### src/rtl/hazard_gen_pkg.sv
// Shared hazard encoding and hazard-unit FSM state type.
// Code values are fixed because the pipeline decodes them directly.
package enum_helpers;

  typedef enum logic [3:0] {
    A_STALL      = 4'h0,
    B_STALL      = 4'h1,
    STALL_FROM_A = 4'h2,
    STALL_FROM_B = 4'h3,
    EX_MEM_A     = 4'h4,
    EX_MEM_B     = 4'h5,
    MEM_WB_A     = 4'h6,
    MEM_WB_B     = 4'h7,
    FORW_FROM_A  = 4'h8,
    HOLD_B       = 4'h9,
    B_INVALID    = 4'hA,
    NONE_h       = 4'hB
  } hazard_signal_t;

  // State names carry a prefix because HOLD_B is already a hazard code.
  typedef enum logic [1:0] {
    ST_RUN        = 2'd0,
    ST_LOAD_STALL = 2'd1,
    ST_HOLD_B     = 2'd2
  } hazard_state_t;

endpackage

### src/rtl/hazard_gen_if.sv
// Hazard unit bundle: ID/EX/MEM operand and producer info in, forwarding and stall controls out.
interface hazard_gen_if #(
  parameter int REG_W = 5,
  parameter int CNT_W = 16
);
  logic [REG_W-1:0] id_a_rs1, id_a_rs2, id_b_rs1, id_b_rs2, id_a_rd;
  logic             id_a_valid, id_b_valid, id_a_memread;
  logic [REG_W-1:0] ex_a_rd, ex_b_rd;
  logic             ex_a_regwrite, ex_b_regwrite, ex_a_memread, ex_b_memread;
  logic [REG_W-1:0] mem_a_rd, mem_b_rd;
  logic             mem_a_regwrite, mem_b_regwrite;
  logic [3:0]       fwd_a1, fwd_a2, fwd_b1, fwd_b2;
  logic [3:0]       stall_code;
  logic             stall;
  logic             b_issue;
  logic [CNT_W-1:0] stall_cnt;

  modport master (
    output id_a_rs1, id_a_rs2, id_b_rs1, id_b_rs2, id_a_rd,
    output id_a_valid, id_b_valid, id_a_memread,
    output ex_a_rd, ex_b_rd, ex_a_regwrite, ex_b_regwrite, ex_a_memread, ex_b_memread,
    output mem_a_rd, mem_b_rd, mem_a_regwrite, mem_b_regwrite,
    input  fwd_a1, fwd_a2, fwd_b1, fwd_b2, stall_code, stall, b_issue, stall_cnt
  );

  modport slave (
    input  id_a_rs1, id_a_rs2, id_b_rs1, id_b_rs2, id_a_rd,
    input  id_a_valid, id_b_valid, id_a_memread,
    input  ex_a_rd, ex_b_rd, ex_a_regwrite, ex_b_regwrite, ex_a_memread, ex_b_memread,
    input  mem_a_rd, mem_b_rd, mem_a_regwrite, mem_b_regwrite,
    output fwd_a1, fwd_a2, fwd_b1, fwd_b2, stall_code, stall, b_issue, stall_cnt
  );
endinterface

### src/rtl/hazard_gen_fwd_select.sv
// Per-operand forwarding source priority: slot-A ALU result, EX (B then A), MEM (B then A).
module fwd_select
  import enum_helpers::*;
#(
  parameter int REG_W = 5
) (
  input  logic [REG_W-1:0] rs,
  input  logic             valid,
  input  logic             a_fwd_en,
  input  logic [REG_W-1:0] id_a_rd,
  input  logic [REG_W-1:0] ex_a_rd,
  input  logic             ex_a_regwrite,
  input  logic [REG_W-1:0] ex_b_rd,
  input  logic             ex_b_regwrite,
  input  logic [REG_W-1:0] mem_a_rd,
  input  logic             mem_a_regwrite,
  input  logic [REG_W-1:0] mem_b_rd,
  input  logic             mem_b_regwrite,
  output hazard_signal_t   code
);

  function automatic logic hit(input logic [REG_W-1:0] rd, input logic we,
                               input logic [REG_W-1:0] src);
    return we && (rd != '0) && (rd == src);
  endfunction

  always_comb begin
    code = NONE_h;
    if (valid) begin
      if (hit(id_a_rd, a_fwd_en, rs))                code = FORW_FROM_A;
      else if (hit(ex_b_rd, ex_b_regwrite, rs))      code = EX_MEM_B;
      else if (hit(ex_a_rd, ex_a_regwrite, rs))      code = EX_MEM_A;
      else if (hit(mem_b_rd, mem_b_regwrite, rs))    code = MEM_WB_B;
      else if (hit(mem_a_rd, mem_a_regwrite, rs))    code = MEM_WB_A;
    end
  end

endmodule

### src/rtl/hazard_gen.sv
// Dual-issue hazard unit: registered forwarding codes, load-use stall and slot-B hold sequencing.
module hazard_gen
  import enum_helpers::*;
#(
  parameter int REG_W = 5,
  parameter int CNT_W = 16
) (
  input logic         clk,
  input logic         reset,
  hazard_gen_if.slave bus
);

  // state         | meaning
  // ST_RUN        | evaluate ID bundle each cycle, issue or raise a stall/hold
  // ST_LOAD_STALL | one bubble cycle after a load-use stall
  // ST_HOLD_B     | slot A already issued; slot B issues alone this cycle

  hazard_state_t    state_q, state_d;
  hazard_signal_t   f_a1, f_a2, f_b1, f_b2;
  hazard_signal_t   fwd_a1_q, fwd_a2_q, fwd_b1_q, fwd_b2_q;
  hazard_signal_t   fwd_a1_d, fwd_a2_d, fwd_b1_d, fwd_b2_d;
  hazard_signal_t   stall_code;
  logic             stall, b_issue_q, b_issue_d;
  logic [CNT_W-1:0] cnt_q;
  logic             a_fwd_en, ex_a_ld, ex_b_ld, ld_a, ld_b, hold;

  assign a_fwd_en = bus.id_a_valid && !bus.id_a_memread && (state_q == ST_RUN);
  assign ex_a_ld  = bus.ex_a_regwrite && bus.ex_a_memread && (bus.ex_a_rd != '0);
  assign ex_b_ld  = bus.ex_b_regwrite && bus.ex_b_memread && (bus.ex_b_rd != '0);

  assign ld_a = bus.id_a_valid &&
                ((ex_a_ld && (bus.ex_a_rd == bus.id_a_rs1 || bus.ex_a_rd == bus.id_a_rs2)) ||
                 (ex_b_ld && (bus.ex_b_rd == bus.id_a_rs1 || bus.ex_b_rd == bus.id_a_rs2)));
  assign ld_b = bus.id_b_valid &&
                ((ex_a_ld && (bus.ex_a_rd == bus.id_b_rs1 || bus.ex_a_rd == bus.id_b_rs2)) ||
                 (ex_b_ld && (bus.ex_b_rd == bus.id_b_rs1 || bus.ex_b_rd == bus.id_b_rs2)));
  assign hold = bus.id_a_valid && bus.id_b_valid && bus.id_a_memread && (bus.id_a_rd != '0) &&
                (bus.id_a_rd == bus.id_b_rs1 || bus.id_a_rd == bus.id_b_rs2);

  fwd_select #(.REG_W(REG_W)) u_fwd_a1 (
    .rs(bus.id_a_rs1), .valid(bus.id_a_valid), .a_fwd_en(1'b0), .id_a_rd(bus.id_a_rd),
    .ex_a_rd(bus.ex_a_rd), .ex_a_regwrite(bus.ex_a_regwrite),
    .ex_b_rd(bus.ex_b_rd), .ex_b_regwrite(bus.ex_b_regwrite),
    .mem_a_rd(bus.mem_a_rd), .mem_a_regwrite(bus.mem_a_regwrite),
    .mem_b_rd(bus.mem_b_rd), .mem_b_regwrite(bus.mem_b_regwrite), .code(f_a1));
  fwd_select #(.REG_W(REG_W)) u_fwd_a2 (
    .rs(bus.id_a_rs2), .valid(bus.id_a_valid), .a_fwd_en(1'b0), .id_a_rd(bus.id_a_rd),
    .ex_a_rd(bus.ex_a_rd), .ex_a_regwrite(bus.ex_a_regwrite),
    .ex_b_rd(bus.ex_b_rd), .ex_b_regwrite(bus.ex_b_regwrite),
    .mem_a_rd(bus.mem_a_rd), .mem_a_regwrite(bus.mem_a_regwrite),
    .mem_b_rd(bus.mem_b_rd), .mem_b_regwrite(bus.mem_b_regwrite), .code(f_a2));
  fwd_select #(.REG_W(REG_W)) u_fwd_b1 (
    .rs(bus.id_b_rs1), .valid(bus.id_b_valid), .a_fwd_en(a_fwd_en), .id_a_rd(bus.id_a_rd),
    .ex_a_rd(bus.ex_a_rd), .ex_a_regwrite(bus.ex_a_regwrite),
    .ex_b_rd(bus.ex_b_rd), .ex_b_regwrite(bus.ex_b_regwrite),
    .mem_a_rd(bus.mem_a_rd), .mem_a_regwrite(bus.mem_a_regwrite),
    .mem_b_rd(bus.mem_b_rd), .mem_b_regwrite(bus.mem_b_regwrite), .code(f_b1));
  fwd_select #(.REG_W(REG_W)) u_fwd_b2 (
    .rs(bus.id_b_rs2), .valid(bus.id_b_valid), .a_fwd_en(a_fwd_en), .id_a_rd(bus.id_a_rd),
    .ex_a_rd(bus.ex_a_rd), .ex_a_regwrite(bus.ex_a_regwrite),
    .ex_b_rd(bus.ex_b_rd), .ex_b_regwrite(bus.ex_b_regwrite),
    .mem_a_rd(bus.mem_a_rd), .mem_a_regwrite(bus.mem_a_regwrite),
    .mem_b_rd(bus.mem_b_rd), .mem_b_regwrite(bus.mem_b_regwrite), .code(f_b2));

  always_comb begin
    state_d    = state_q;
    stall      = 1'b0;
    stall_code = NONE_h;
    fwd_a1_d   = f_a1;
    fwd_a2_d   = f_a2;
    fwd_b1_d   = bus.id_b_valid ? f_b1 : B_INVALID;
    fwd_b2_d   = bus.id_b_valid ? f_b2 : B_INVALID;
    b_issue_d  = bus.id_b_valid;
    case (state_q)
      ST_RUN: begin
        if (ld_a || ld_b) begin
          // Load-use wins over the slot-B hold; the whole bundle waits.
          stall      = 1'b1;
          stall_code = ld_a ? A_STALL : B_STALL;
          fwd_a1_d   = NONE_h;
          fwd_a2_d   = NONE_h;
          fwd_b1_d   = NONE_h;
          fwd_b2_d   = NONE_h;
          b_issue_d  = 1'b0;
          state_d    = ST_LOAD_STALL;
        end else if (hold) begin
          stall      = 1'b1;
          stall_code = HOLD_B;
          fwd_b1_d   = B_INVALID;
          fwd_b2_d   = B_INVALID;
          b_issue_d  = 1'b0;
          state_d    = ST_HOLD_B;
        end
      end
      ST_LOAD_STALL: begin
        fwd_a1_d  = NONE_h;
        fwd_a2_d  = NONE_h;
        fwd_b1_d  = NONE_h;
        fwd_b2_d  = NONE_h;
        b_issue_d = 1'b0;
        state_d   = ST_RUN;
      end
      ST_HOLD_B: begin
        fwd_a1_d = NONE_h;
        fwd_a2_d = NONE_h;
        state_d  = ST_RUN;
      end
      default: state_d = ST_RUN;
    endcase
    if (reset) begin
      stall      = 1'b0;
      stall_code = NONE_h;
    end
  end

  always_ff @(posedge clk) begin
    if (reset) begin
      state_q   <= ST_RUN;
      fwd_a1_q  <= NONE_h;
      fwd_a2_q  <= NONE_h;
      fwd_b1_q  <= NONE_h;
      fwd_b2_q  <= NONE_h;
      b_issue_q <= 1'b0;
      cnt_q     <= '0;
    end else begin
      state_q   <= state_d;
      fwd_a1_q  <= fwd_a1_d;
      fwd_a2_q  <= fwd_a2_d;
      fwd_b1_q  <= fwd_b1_d;
      fwd_b2_q  <= fwd_b2_d;
      b_issue_q <= b_issue_d;
      if (stall && (cnt_q != '1)) cnt_q <= cnt_q + 1'b1;
    end
  end

  assign bus.fwd_a1     = fwd_a1_q;
  assign bus.fwd_a2     = fwd_a2_q;
  assign bus.fwd_b1     = fwd_b1_q;
  assign bus.fwd_b2     = fwd_b2_q;
  assign bus.stall      = stall;
  assign bus.stall_code = stall_code;
  assign bus.b_issue    = b_issue_q;
  assign bus.stall_cnt  = cnt_q;

endmodule

### src/flat_wrapper.sv
// flat-port wrapper written by rule: the top's interface ports become plain ports
module hazard_gen_flat import enum_helpers::*;
#(
  parameter int REG_W = 5,
  parameter int CNT_W = 16
)
  (clk, reset, bus_id_a_rs1, bus_id_a_rs2, bus_id_b_rs1, bus_id_b_rs2, bus_id_a_rd, bus_id_a_valid, bus_id_b_valid, bus_id_a_memread, bus_ex_a_rd, bus_ex_b_rd, bus_ex_a_regwrite, bus_ex_b_regwrite, bus_ex_a_memread, bus_ex_b_memread, bus_mem_a_rd, bus_mem_b_rd, bus_mem_a_regwrite, bus_mem_b_regwrite, bus_fwd_a1, bus_fwd_a2, bus_fwd_b1, bus_fwd_b2, bus_stall_code, bus_stall, bus_b_issue, bus_stall_cnt);
  hazard_gen_if #(.REG_W(REG_W), .CNT_W(CNT_W)) bus_i ();
  input logic clk;
  input logic reset;
  input wire logic [$bits(bus_i.id_a_rs1)-1:0] bus_id_a_rs1;
  input wire logic [$bits(bus_i.id_a_rs2)-1:0] bus_id_a_rs2;
  input wire logic [$bits(bus_i.id_b_rs1)-1:0] bus_id_b_rs1;
  input wire logic [$bits(bus_i.id_b_rs2)-1:0] bus_id_b_rs2;
  input wire logic [$bits(bus_i.id_a_rd)-1:0] bus_id_a_rd;
  input wire logic [$bits(bus_i.id_a_valid)-1:0] bus_id_a_valid;
  input wire logic [$bits(bus_i.id_b_valid)-1:0] bus_id_b_valid;
  input wire logic [$bits(bus_i.id_a_memread)-1:0] bus_id_a_memread;
  input wire logic [$bits(bus_i.ex_a_rd)-1:0] bus_ex_a_rd;
  input wire logic [$bits(bus_i.ex_b_rd)-1:0] bus_ex_b_rd;
  input wire logic [$bits(bus_i.ex_a_regwrite)-1:0] bus_ex_a_regwrite;
  input wire logic [$bits(bus_i.ex_b_regwrite)-1:0] bus_ex_b_regwrite;
  input wire logic [$bits(bus_i.ex_a_memread)-1:0] bus_ex_a_memread;
  input wire logic [$bits(bus_i.ex_b_memread)-1:0] bus_ex_b_memread;
  input wire logic [$bits(bus_i.mem_a_rd)-1:0] bus_mem_a_rd;
  input wire logic [$bits(bus_i.mem_b_rd)-1:0] bus_mem_b_rd;
  input wire logic [$bits(bus_i.mem_a_regwrite)-1:0] bus_mem_a_regwrite;
  input wire logic [$bits(bus_i.mem_b_regwrite)-1:0] bus_mem_b_regwrite;
  output wire logic [$bits(bus_i.fwd_a1)-1:0] bus_fwd_a1;
  output wire logic [$bits(bus_i.fwd_a2)-1:0] bus_fwd_a2;
  output wire logic [$bits(bus_i.fwd_b1)-1:0] bus_fwd_b1;
  output wire logic [$bits(bus_i.fwd_b2)-1:0] bus_fwd_b2;
  output wire logic [$bits(bus_i.stall_code)-1:0] bus_stall_code;
  output wire logic [$bits(bus_i.stall)-1:0] bus_stall;
  output wire logic [$bits(bus_i.b_issue)-1:0] bus_b_issue;
  output wire logic [$bits(bus_i.stall_cnt)-1:0] bus_stall_cnt;
  assign bus_i.id_a_rs1 = bus_id_a_rs1;
  assign bus_i.id_a_rs2 = bus_id_a_rs2;
  assign bus_i.id_b_rs1 = bus_id_b_rs1;
  assign bus_i.id_b_rs2 = bus_id_b_rs2;
  assign bus_i.id_a_rd = bus_id_a_rd;
  assign bus_i.id_a_valid = bus_id_a_valid;
  assign bus_i.id_b_valid = bus_id_b_valid;
  assign bus_i.id_a_memread = bus_id_a_memread;
  assign bus_i.ex_a_rd = bus_ex_a_rd;
  assign bus_i.ex_b_rd = bus_ex_b_rd;
  assign bus_i.ex_a_regwrite = bus_ex_a_regwrite;
  assign bus_i.ex_b_regwrite = bus_ex_b_regwrite;
  assign bus_i.ex_a_memread = bus_ex_a_memread;
  assign bus_i.ex_b_memread = bus_ex_b_memread;
  assign bus_i.mem_a_rd = bus_mem_a_rd;
  assign bus_i.mem_b_rd = bus_mem_b_rd;
  assign bus_i.mem_a_regwrite = bus_mem_a_regwrite;
  assign bus_i.mem_b_regwrite = bus_mem_b_regwrite;
  assign bus_fwd_a1 = bus_i.fwd_a1;
  assign bus_fwd_a2 = bus_i.fwd_a2;
  assign bus_fwd_b1 = bus_i.fwd_b1;
  assign bus_fwd_b2 = bus_i.fwd_b2;
  assign bus_stall_code = bus_i.stall_code;
  assign bus_stall = bus_i.stall;
  assign bus_b_issue = bus_i.b_issue;
  assign bus_stall_cnt = bus_i.stall_cnt;
  hazard_gen #(.REG_W(REG_W), .CNT_W(CNT_W)) u_core (.clk(clk), .reset(reset), .bus(bus_i));
endmodule
### config.mk
export PLATFORM = sky130hd
export DESIGN_NAME = hazard_gen_flat
export DESIGN_NICKNAME = d
export VERILOG_FILES = /design/src/rtl/hazard_gen_pkg.sv /design/src/rtl/hazard_gen_if.sv /design/src/rtl/hazard_gen_fwd_select.sv /design/src/rtl/hazard_gen.sv /design/src/flat_wrapper.sv
export SDC_FILE = /design/constraint.sdc
export NUM_CORES = 1
export LEC_CHECK = 0
export BUFFER_PORTS_ARGS = -buffer_cell sky130_fd_sc_hd__buf_4
export CAP_MARGIN = 15
export CORE_ASPECT_RATIO = 1.75
export CORE_MARGIN = 3
export CORE_UTILIZATION = 52
export CTS_CLUSTER_SIZE = 14
export DETAILED_ROUTE_END_ITERATION = 12
export PLACE_DENSITY = 0.81
export SLEW_MARGIN = 10
export SYNTH_ARGS = -nofsm -noshare
export SYNTH_HDL_FRONTEND = slang
export SYNTH_SLANG_ARGS = --single-unit
### constraint.sdc
create_clock -name clk -period 3.16 [get_ports clk]
set_input_delay 0.474 -clock clk [delete_from_list [all_inputs] [get_ports clk]]
set_output_delay 0.474 -clock clk [all_outputs]
set_load 0.02 [all_outputs]
==> metrics.md, run 1 <==
| Metric | Value |
|---|---|
| Placed cells | `516` |
| CP arrival | `2310 ps` |
| RSZ-0062 raised after global routing | `no` |
| Leading cell types by count after synthesis | `63 x xnor2_1, 35 x dfxtp_1, 35 x xor2_1` |
| FF+latch area | `approximately 700 um^2` |
| Yosys warnings | `0` |
| DRT Wirelength | `8.850 mm` |
| Avg WL per Cell | `approximately 17 um` |
| Least-Margin Pin Slew | `between 600 and 700 ps` |
| Mapped Cells | `387` |
| EDFF count, synth | `0` |
| Finished Layout Cells | `~520` |
| Via count | `2903` |
| Post-CTS setup buffers | `0` |
| Worst path cell trace | `buf_4 > or4_4 > o21a_1 > o2111a_1 > nor4_4 > buf_4 > nand2b_1 > buf_4` |
| Grt ovf | `0` |
| Hold WC Path Type | `register to register` |
| Syn_nets | `447` |
| Die Ht | `between 100 and 150 um` |
| Total global-route track usage | `0.2666` |
| Status | `completed` |
| Max FO, Critical Path | `13` |
| Synth Cell Area | `3020 um^2` |
| Worst vdd ir | `0.1914 mV` |
| Final Slew Violations | `0` |
| Fin crit period | `between 2000 and 3000 ps` |
| CP Launch Type | `input pin` |
| Root buf cell | `clkbuf_8` |
| Gpl congestion | `1.022` |
| Cts repair resizes | `0` |
| Post-synth top area share | `0.2320` |
| Drt via density | `5.540` |
| Ports | `94` |
| Nets@finish | `around 510` |
| Final-report hold violation count | `0` |
| Core area | `5585 um^2` |
| P per Cell Area | `306.0 nW/um^2` |
| Synth unique cells | `50` |
| Top-count cell post-synth | `xnor2_1` |
| DP HPWL | `7.463 mm` |
| Async S/R FF share, synth | `0` |
| Crit end category | `primary output` |
| Die Area | `6795 um^2` |
| Syn-to-layout area delta | `23.74%` |
| Average instance area after synthesis | `approximately 7.8 um^2` |
| Maximum achievable frequency | `between 300 and 400 MHz` |
| Final Skew | `4.961 ps` |
| Fillers | `525` |
| Rows | `36` |
| Worst-path clk slew | `70 ps` |
| Max Buffers Root-to-Sink | `2` |
| Fin crit share | `0.8797` |
| CTS sink cnt | `35` |
| CTS Hold Bufs | `0` |
| LEAKAGE | `~1.5 nW` |
| Worst path required time | `2690 ps` |
| Synth area leaders | `dfxtp_1 23%, xnor2_1 18%, xor2_1 10%, nand3_1 4.5%, nor2_1 3.9%` |
| Final antenna-violating net count | `0` |
| Primary FF master, synth | `dfxtp_1` |
| Share of layout cells above drive strength 1 | `0.2634` |
| Post-synthesis sequential area ratio | `0.2320` |
| Final setup fails | `0` |
| Slowest CP cell | `or4_4` |
| Worst-Skew Late Latency | `between 200 and 300 ps` |
| Relative slew slack | `0.5459` |
| N_diodes | `0` |
| Largest stage delay, worst path | `530 ps` |
| TritonCTS Buffers | `5` |
| Number of synthesized register bits | `35` |
| Starting density of the core | `0.5408` |
| First-pass GRT wire length | `14.08 mm` |
| First DRT Iteration DRCs | `167` |
| DRT Pass-1 Iters | `4` |
| Worst Path Class, Setup | `input pin to primary output` |
| Most used cell, CP | `buf_4` |
| Largest net degree at the start of global routing | `31` |
| Finished Core Util | `0.6691` |
| Sum Neg Setup Slack | `0 ps` |
| Max-Cap Viols | `0` |
| CTS tree | `yes` |
| IO Port Bufs | `92` |
| H-tree levels | `2` |
| Crit-path leading delay family | `simple AND/OR/NAND/NOR gates` |
| Initial antenna violation count | `0` |
| Multi-input logic area | `2098 um^2` |
| Die width | `63.61 um` |
| Vias in the first global route | `about 3000` |
| Leading area contributor after synthesis | `dfxtp_1` |
| DRC | `0` |
| Crit path buffers/inverters | `3` |
[cells by family (layout without fill, tap and decap cells)]
logic type,after synthesis,after routing,share of synthesized area
AO/OA/AOI/OAI,49,49,0.1156
AND/OR/NAND/NOR,144,144,0.2556
multiplexers,6,6,0.02154
other,1,1,0.001242
adder cells (fa/ha/maj),4,4,0.01657
XOR/XNOR,98,98,0.2842
buffers and inverters,50,111,0.07332
flip-flops,35,35,0.2320
[cell usage in the layout (no fill, tap or decap), types with 3 or more instances in the layout]
master	netlist	routed
xor2_1	35	35
a211oi_1	3	3
or4_1	3	3
buf_4	2	95
nor2_1	31	31
a2111oi_0	4	4
ha_1	4	4
dfxtp_1	35	35
a21oi_1	8	8
nor2b_1	7	7
nand3_1	27	27
nor4_1	8	8
o21ai_0	13	13
clkbuf_8	0	7
nand2b_1	7	7
and4_1	4	4
xnor2_1	63	63
o21bai_1	3	3
inv_1	8	8
a31o_2	3	3
nor3_1	15	15
o41ai_1	3	3
nand2_1	20	20
nand4_1	8	8
[metal layers]
layer,part of all wire,global-route usage
met1,0.32,0.2275
met2,0.58,0.5482
met3,0.040,0.02621
met4,0.068,0.1808
met5,0,0
[final cells by class]
cell class | instances | area share
clock buffers | 8 | 0.02678
inverters | 8 | 0.008035
multi-input cells | 302 | 0.5614
flip-flops and latches | 35 | 0.1875
well taps | 76 | 0.02544
repair buffers | 95 | 0.1908
[final timing paths]
check	startpoint	to	slack [ps]	cells past startpoint
worst min-delay path	u_core.state_q[0]	u_core.state_q[0]	510	2
worst min register to register	u_core.state_q[0]	u_core.state_q[0]	510	2
worst max-delay path	bus_ex_a_rd[1]	bus_stall_code[3]	380	8
worst max register to register	u_core.state_q[1]	u_core.bus.stall_cnt[3]	770	8
[worst reg2reg max path, delay by kind of cell, from the launching register on]
family	cells	cell delay [ps]
multiplexers	1	330
flip-flops	1	320
buffers and inverters	2	250
AO/OA/AOI/OAI	1	470
adder cells (fa/ha/maj)	1	270
AND/OR/NAND/NOR	3	650
[flip-flops by register name, summed over array words and instances (netlist names)]
name and count:
u_core.bus.b_issue 1, u_core.state_q 2, u_core.bus.fwd_a1 4, u_core.bus.stall_cnt 16, u_core.bus.fwd_b2 4, u_core.bus.fwd_a2 4, u_core.bus.fwd_b1 4
[through the flow]
step                      setup WS (ps)  power [mW]  hold WS [ps]  cell area [um^2]
after floorplan                   323.4      0.6861         466.5              3020
after global placement            343.3      0.7940         488.7              3637
after detailed placement          305.0      0.7983         502.9              3637
after CTS                         375.6       1.147         509.2              3737
after global routing              286.8       1.191         531.1              3737
final                             380.3       1.143         505.9              3737
[where the power goes]
part	internal [mW]	switching, mW
sequential	0.450	0.00362
combinational	0.155	0.180
clock	0.199	0.155
total	0.805	0.339
No activity file was read; power rests on OpenSTA's default activity.
==> run 2, diff against run 1 <==
--- a/config.mk
+++ b/config.mk
@@ -12,7 +12,7 @@
 export CORE_UTILIZATION = 52
 export CTS_CLUSTER_SIZE = 14
 export DETAILED_ROUTE_END_ITERATION = 12
-export PLACE_DENSITY = 0.81
+export PLACE_DENSITY = 0.79
 export SLEW_MARGIN = 10
 export SYNTH_ARGS = -nofsm -noshare
 export SYNTH_HDL_FRONTEND = slang
==> metrics.md, run 2 (synthesis gave the netlist of run 1 again) <==
| Metric | Value |
|---|---|
| Status | `completed` |
| Max Buffers Root-to-Sink | `2 (unchanged)` |
| Most frequent cells in the layout | `94 x buf_4, 63 x xnor2_1, 35 x xor2_1, 35 x dfxtp_1, 31 x nor2_1` |
| First-pass GRT wire length | `14.06 mm (about the same)` |
| CTS Hold Bufs | `0 (unchanged)` |
| Cts repair resizes | `0 (unchanged)` |
| Worst-Skew Late Latency | `290 ps (about the same)` |
| Hold WC Path Type | `register to register` |
| DRC | `0 (unchanged)` |
| Fin crit period | `2825 ps (+44.89 ps)` |
| Largest register FFs | `16 (unchanged)` |
| Hold_ws | `510.3 ps (+4.457 ps)` |
| Final setup fails | `0 (unchanged)` |
| CTS tree | `yes` |
| Sum Neg Setup Slack | `0 ps (unchanged)` |
| Die width | `63.61 um (unchanged)` |
| Worst-path clk slew | `70 ps (about the same)` |
| Drt via density | `5.680 (+2.5%)` |
| R2R Setup Slk | `890 ps (+120 ps)` |
| IO Port Bufs | `92 (unchanged)` |
| Vias in the first global route | `3005 (+2.3%)` |
| First DRT Iteration DRCs | `170 (+1.8%)` |
| Total global-route track usage | `0.2668 (about the same)` |
| Final Skew | `8.798 ps (+3.837 ps)` |
| Rows | `36 (unchanged)` |
| DRT Pass-1 Iters | `4 (unchanged)` |
| TritonCTS Buffers | `5 (unchanged)` |
| LEAKAGE | `1.484 nW (-0.29%)` |
| Final Slew Violations | `0 (unchanged)` |
| Starting density of the core | `0.5408 (unchanged)` |
| H-tree levels | `2 (unchanged)` |
| CP Launch Type | `input pin` |
| Maximum achievable frequency | `354.0 MHz (-1.6%)` |
| Ports | `94 (unchanged)` |
| CTS sink cnt | `35 (unchanged)` |
| Die Ht | `106.8 um (unchanged)` |
| Post-CTS setup buffers | `0 (unchanged)` |
| Hold depth | `2 (unchanged)` |
| Root buf cell | `clkbuf_8` |
| CP arrival | `2350 ps (+40 ps)` |
| Share of layout cells above drive strength 1 | `0.2601 (-0.003303)` |
| DRT Wirelength | `8.937 mm (+0.98%)` |
| Core area | `5585 um^2 (unchanged)` |
| Largest net degree at the start of global routing | `31 (unchanged)` |
| Die Area | `6795 um^2 (unchanged)` |
| Nets@finish | `506 (-0.20%)` |
| Fin crit share | `0.8939 (+0.01421)` |
| P per Cell Area | `315.6 nW/um^2 (+3.1%)` |
| Crit end category | `primary output` |
| Initial antenna violation count | `0 (unchanged)` |
| Final-report hold violation count | `0 (unchanged)` |
| Avg WL per Cell | `17.12 um (+1.4%)` |
| Cell depth of the worst flop-to-flop path | `8 (unchanged)` |
| Least-Margin Pin Slew | `632.2 ps (-42.70 ps)` |
| DP HPWL | `7.535 mm (+0.96%)` |
| Syn-to-layout area delta | `23.57%` |
| Worst path required time | `2690 ps (about the same)` |
| Worst vdd ir | `0.1786 mV (-6.7%)` |
| Relative slew slack | `0.5746 (+0.02873)` |
| Final antenna-violating net count | `0 (unchanged)` |
| Max FO, Critical Path | `17 (+4)` |
| N_diodes | `0 (unchanged)` |
| RSZ-0062 raised after global routing | `no` |
| Max-Cap Viols | `0 (unchanged)` |
| Placed cells | `515 (-0.19%)` |
| Finished Layout Cells | `522 (-0.38%)` |
| Via count | `2965 (+2.1%)` |
| Gpl congestion | `1.033 (+1.0%)` |
| Grt ovf | `0 (unchanged)` |
| Commonest non-fill, non-tap cell in the layout | `buf_4` |
| Worst Path Class, Setup | `input pin to primary output` |
## run 2: stage by stage
stage          utilization  power (mW)  setup slack (ps)  area, um^2
3_3_place_gp        0.6499      0.7947             320.0        3630
3_5_place_dp        0.6499      0.7991             285.2        3630
5_1_grt             0.6682       1.223             215.4        3732
6_report            0.6682       1.178             335.4        3732
4_1_cts             0.6682       1.181             340.5        3732
2_1_floorplan            -      0.6861             323.4        3020
## run 2: path summary, 6_finish.rpt
kind	startpoint	end
max	bus_ex_a_rd[1]	bus_stall_code[3]
min	u_core.state_q[0]	u_core.state_q[0]
max reg2reg	u_core.bus.stall_cnt[4]	u_core.bus.stall_cnt[15]
min reg2reg	u_core.state_q[0]	u_core.state_q[0]
## run 2: report_power, final
group          internal, mW  switching [mW]
Clock                 0.231           0.156
Sequential            0.450         0.00370
Combinational         0.155           0.181
## run 2: layer usage
| layer | up-vias | GRT usage | wire length [um] |
|---|---|---|---|
| li1 | 1427 | - | - |
| met1 | 1388 | 0.2283 | 2842 |
| met2 | 118 | 0.5340 | 5127 |
| met3 | 32 | 0.02935 | 375 |
| met4 | 0 | 0.2056 | 591 |
| met5 | - | 0 | 0 |
## run 2: critical path, cell delays in order
cell	delay [ps]
buf_4	140
or4_4	530
o21a_1	200
o2111a_1	180
nor4_4	300
buf_4	250
nand2b_1	130
buf_4	140
## run 2: layout make-up
class	count	area (um^2)
multi-input cells	302	2098
repair buffers	94	705.7
flip-flops and latches	35	700.7
clock buffers	6	72.57
clock inverters	1	30.03
well taps	76	95.09
fillers	560	1853
inverters	8	30.03
